**config.mk**
```make
export PLATFORM = sky130hd
export DESIGN_NAME = ls_sequencer
export DESIGN_NICKNAME = d
export VERILOG_FILES = /design/src/rtl/ls_sequencer.sv
export SDC_FILE = /design/constraint.sdc
export NUM_CORES = 1
export LEC_CHECK = 0
export CAP_MARGIN = 10
export CORE_AREA = 2 2 170 172
export DETAILED_ROUTE_END_ITERATION = 8
export DIE_AREA = 0 0 172 174
export PLACE_DENSITY = 0.89
export SLEW_MARGIN = 20
export SYNTH_ARGS = -nofsm -noshare
export SYNTH_HDL_FRONTEND = slang
export SYNTH_SLANG_ARGS = --single-unit
```
**constraint.sdc**
```tcl
create_clock -name clk -period 7.13 [get_ports clk]
set_input_delay 1.0695 -clock clk [delete_from_list [all_inputs] [get_ports clk]]
set_output_delay 1.0695 -clock clk [all_outputs]
set_load 0.1 [all_outputs]
```
**src/rtl/ls_sequencer.sv**
```systemverilog
// ls_sequencer: multicycle LOAD/STORE/ADDI sequencer driving a 32x64 register bank
// and a req/ack data-memory port.
module ls_sequencer #(
  parameter int DATA_W      = 64,
  parameter int IMM_W       = 12,
  parameter int MEM_TIMEOUT = 16
) (
  input  logic              clk,
  input  logic              rst_n,
  input  logic              instr_valid,
  output logic              instr_ready,
  input  logic [1:0]        instr_op,
  input  logic [4:0]        instr_rs1,
  input  logic [4:0]        instr_rs2,
  input  logic [4:0]        instr_rd,
  input  logic [IMM_W-1:0]  instr_imm,
  output logic [4:0]        Ra,
  output logic [4:0]        Rb,
  input  logic [DATA_W-1:0] doutA,
  input  logic [DATA_W-1:0] doutB,
  output logic [4:0]        Rw,
  output logic              WE_Reg,
  output logic [DATA_W-1:0] dIN,
  output logic              mem_req,
  output logic              mem_we,
  output logic [DATA_W-1:0] mem_addr,
  output logic [DATA_W-1:0] mem_wdata,
  input  logic              mem_ack,
  input  logic [DATA_W-1:0] mem_rdata,
  output logic              busy,
  output logic              err
);

  localparam int CW = $clog2(MEM_TIMEOUT + 1);

  localparam logic [1:0] OP_NOP   = 2'b00;
  localparam logic [1:0] OP_LOAD  = 2'b01;
  localparam logic [1:0] OP_STORE = 2'b10;
  localparam logic [1:0] OP_ADDI  = 2'b11;

  typedef enum logic [1:0] {
    S_IDLE,
    S_READ,
    S_MEM,
    S_WB
  } state_t;

  state_t              r_state;
  state_t              w_next;
  logic [1:0]          r_op;
  logic [IMM_W-1:0]    r_imm;
  logic [4:0]          r_ra;
  logic [4:0]          r_rb;
  logic [4:0]          r_rw;
  logic [DATA_W-1:0]   r_din;
  logic [DATA_W-1:0]   r_addr;
  logic [DATA_W-1:0]   r_wdata;
  logic                r_we;
  logic                r_err;
  logic [CW-1:0]       r_cnt;
  logic                w_accept;
  logic                w_timeout;
  logic [DATA_W-1:0]   w_sum;

  assign w_accept  = (r_state == S_IDLE) && instr_valid;
  assign w_timeout = (r_cnt == CW'(MEM_TIMEOUT - 1));
  assign w_sum     = doutA
                   + {{(DATA_W-IMM_W){r_imm[IMM_W-1]}}, r_imm};

  always_comb begin
    w_next = r_state;
    case (r_state)
      S_IDLE: begin
        if (w_accept && (instr_op != OP_NOP)) w_next = S_READ;
      end
      S_READ: begin
        w_next = (r_op == OP_ADDI) ? S_WB : S_MEM;
      end
      S_MEM: begin
        if (mem_ack)
          w_next = (r_op == OP_LOAD) ? S_WB : S_IDLE;
        else if (w_timeout)
          w_next = S_IDLE;
      end
      S_WB:    w_next = S_IDLE;
      default: w_next = S_IDLE;
    endcase
  end

  always_ff @(posedge clk) begin
    if (!rst_n) begin
      r_state <= S_IDLE;
      r_op    <= OP_NOP;
      r_imm   <= '0;
      r_ra    <= '0;
      r_rb    <= '0;
      r_rw    <= '0;
      r_din   <= '0;
      r_addr  <= '0;
      r_wdata <= '0;
      r_we    <= 1'b0;
      r_err   <= 1'b0;
      r_cnt   <= '0;
    end else begin
      r_state <= w_next;
      if (w_accept) begin
        r_op  <= instr_op;
        r_imm <= instr_imm;
        r_ra  <= instr_rs1;
        r_rb  <= instr_rs2;
        r_rw  <= instr_rd;
      end
      if (r_state == S_READ) begin
        r_cnt <= '0;
        if (r_op == OP_ADDI) begin
          r_din <= w_sum;
        end else begin
          r_addr  <= w_sum;
          r_wdata <= doutB;
          r_we    <= (r_op == OP_STORE);
        end
      end
      // Counter runs every MEM cycle; the last unacked one trips err.
      if (r_state == S_MEM) begin
        r_cnt <= r_cnt + CW'(1);
        if (mem_ack && (r_op == OP_LOAD)) r_din <= mem_rdata;
        if (!mem_ack && w_timeout) r_err <= 1'b1;
      end
    end
  end

  assign instr_ready = rst_n && (r_state == S_IDLE);
  assign busy        = (r_state != S_IDLE);
  assign mem_req     = (r_state == S_MEM);
  assign WE_Reg      = (r_state == S_WB) && (r_rw != 5'd0);
  assign Ra          = r_ra;
  assign Rb          = r_rb;
  assign Rw          = r_rw;
  assign dIN         = r_din;
  assign mem_addr    = r_addr;
  assign mem_wdata   = r_wdata;
  assign mem_we      = r_we;
  assign err         = r_err;

endmodule
```
==> reports/qor.yml <==
synth_common_cells: "312 x nand2_1, 270 x a21oi_1, 230 x dfxtp_1"
async_flop_share_pct: 0
tns_ns: 0
cts_buffers: 25
clock_skew_ns: 0.0178
rsz0062_at_grt: "no"
hold_viol: 0
crit_path_end_kind: "flop"
syn-num-nets: 1855
rows: 62
clkSlewWorstSetupHoldPaths_ns: 0.06
grt-ovfl-total: 0
root_buffer: "clkbuf_16"
path_class: "primary input to flop"
drtIter0Drc: 1074
area_delta_synth_final_pct: 44.4
worstPathMaxFanout: 5
drv_cap: 0
slew_viol_final: 0
dp_hpwl_um: 33700
cts_hold_buffers: 0
syn_avg_cell_area_um2: 7.73
critPathArrivalTime_ns: 4.66
grt_pass1_wl_um: 69700
seq_area_frac_synth_pct: 38.2
ys_ff_latch: 230
dr.pass1.iters: 5
routed_via_density: 5.68
tritoncts: "yes"
synth_fa_ha_area_share_pct: 7.43
grt_antenna_before_repair: 3
vias: 13200
p_total_mw: 6.32
grt_usage_pct: 29.1
clock_latency_ns: 0.54
yosys.area.top_type: "dfxtp_1"
cp_data_required_time_ns: 7.56
hold_class: "flop to flop"
ys.flop_type: "dfxtp_1"
synth_compound_area_share_pct: 25.5
synthMuxAreaShare_pct: 0.249
drive_above_1_share_pct: 3.80
io_pins: 438
synth_most_common_cell: "nand2_1"
cts_resized: 0
synth_top_area_share_pct: 38.2
synth_cell_type_count: 65
port_buffers: 437
synth_edf_count: 0
fin_crit_ns: 4.22
synth_top_family_by_area: "compound AO/OA/AOI/OAI gates"
initial_core_util_pct: 42.7
drc: 0
yosys_warnings: 0
cts_buffer_depth: 3
postRouteWirelength_um: 45900
slew_headroom_pct: 24.5
fp.coreArea_um2: 28200
fmax_ghz: 0.237
worst_pin_slew_ns: 1.13
die_w_um: 172
htreeDepth: 1
synth-xor-area-share_pct: 4.50
setup_viol: 0
rrSetupSlack_ns: 3.32
fillers: 2382
finalCritPeriodShare_pct: 59.2
power.density_nw_per_um2: 363
gp_congestion: 0.905
grt_max_degree: 99
wl_per_cell_um: 19.7
syn_inst: 1559
post_cts_buffers: 0
ys_top_cells_by_area: "dfxtp_1 38%, a21oi_1 11%, nand2_1 9.7%, ha_1 7.3%, o221ai_1 4.1%"
vdd_drop_max_mv: 0.238
die_y_um: 174
final_nets: 2224
first_global_vias: 12900
outcome: "complete, no violations"
syn_area_um2: 12100
p_leak_nw: 6.61
die_area_um2: 29900
yosys.area_share.simple_pct: 20.0
startpoint_type: "primary input"
clkSinkCount: 230
antenna_left: 0
[worst max-delay path, stage by stage]
cell	delay (ns)
clkdlybuf4s50_1	0.43
ha_1	0.25
fa_1	0.41
a21o_1	0.22
a221oi_2	0.48
a311o_1	0.33
nand4_2	0.19
a31oi_1	0.37
o21bai_1	0.20
a21bo_2	0.24
xnor2_1	0.18
o21ai_0	0.09
and2_1	0.19
[logic make-up after synthesis]
family                   Yosys count
buffers and inverters            129
multiplexers                       3
XOR/XNOR                          62
AO/OA/AOI/OAI                    498
AND/OR/NAND/NOR                  566
flip-flops                       230
adder cells (fa/ha/maj)           71
[cell usage in the layout, fill, tap and decap left out, drive strengths merged, types with 6 or more instances in the layout]
master         count
inv               26
ha                70
o21a              11
a211oi             9
o221ai            56
a31oi             10
and3               7
xor2              28
or3                6
xnor2             34
clkbuf            38
nor3              22
a21o              24
o22ai              9
a21oi            270
or4                8
nand4             16
nand2            312
and2               6
buf               11
o21bai            17
nor2             130
nor2b              7
nand2b             6
clkdlybuf4s50    435
nand3             32
dfxtp            230
o21ai             56
[state kept, by name (all words and copies together) (netlist names)]
signal	count
mem_addr	64
mem_we	1
r_state	2
Rw	5
err	1
dIN	64
r_cnt	5
Ra	5
Rb	5
r_op	2
mem_wdata	64
r_imm	12
[layout make-up]
class / instances / area (µm²) / area share (%)
Antenna cell: 3 / 7.51 / 0.0431
Clock buffer: 38 / 724 / 4.16
Clock inverter: 7 / 58.8 / 0.338
Inverter: 25 / 98.8 / 0.568
Multi-Input combinational cell: 1200 / 6980 / 40.1
Sequential cell: 230 / 4610 / 26.5
Tap cell: 384 / 480 / 2.76
Timing Repair Buffer: 446 / 4450 / 25.6
[per-stage QoR]
step / hold WS [ns] / util (%) / std cells / cell area [µm²] / setup slack, ns
floorplan: 0.440 / - / 1559 / 12100 / 2.82
CTS: 0.455 / 61.6 / 2330 / 17400 / 2.99
global placement: 0.441 / 58.8 / 2285 / 16600 / 2.53
detailed placement: 0.446 / 58.8 / 2285 / 16600 / 2.42
global route: 0.471 / 61.6 / 2331 / 17400 / 2.76
finish: 0.452 / 61.6 / 2333 / 17400 / 2.91
[per-layer routing]
layer,wire length (µm),GRT usage (%),part of all wire (%),vias up
met5,0,0,0,-
met4,1900,11.9,4.1,0
met3,4430,8.33,9.6,123
met2,22100,50.6,48,611
met1,17500,33.3,38,6238
li1,-,-,-,6274
[final timing paths]
kind	start	endpoint	cells past startpoint
setup / recovery	doutA[0]	mem_addr[44]	13
hold / removal	mem_wdata[45]	mem_wdata[45]	2
setup reg to reg	r_imm[11]	mem_addr[61]	12
hold reg to reg	mem_wdata[45]	mem_wdata[45]	2
[power by group]
part           switching (mW)  internal, mW
logic                    2.57         0.875
clock network           0.542         0.705
registers               0.124          1.50
total                    3.24          3.08
No activity file was read; power rests on OpenSTA's default activity.
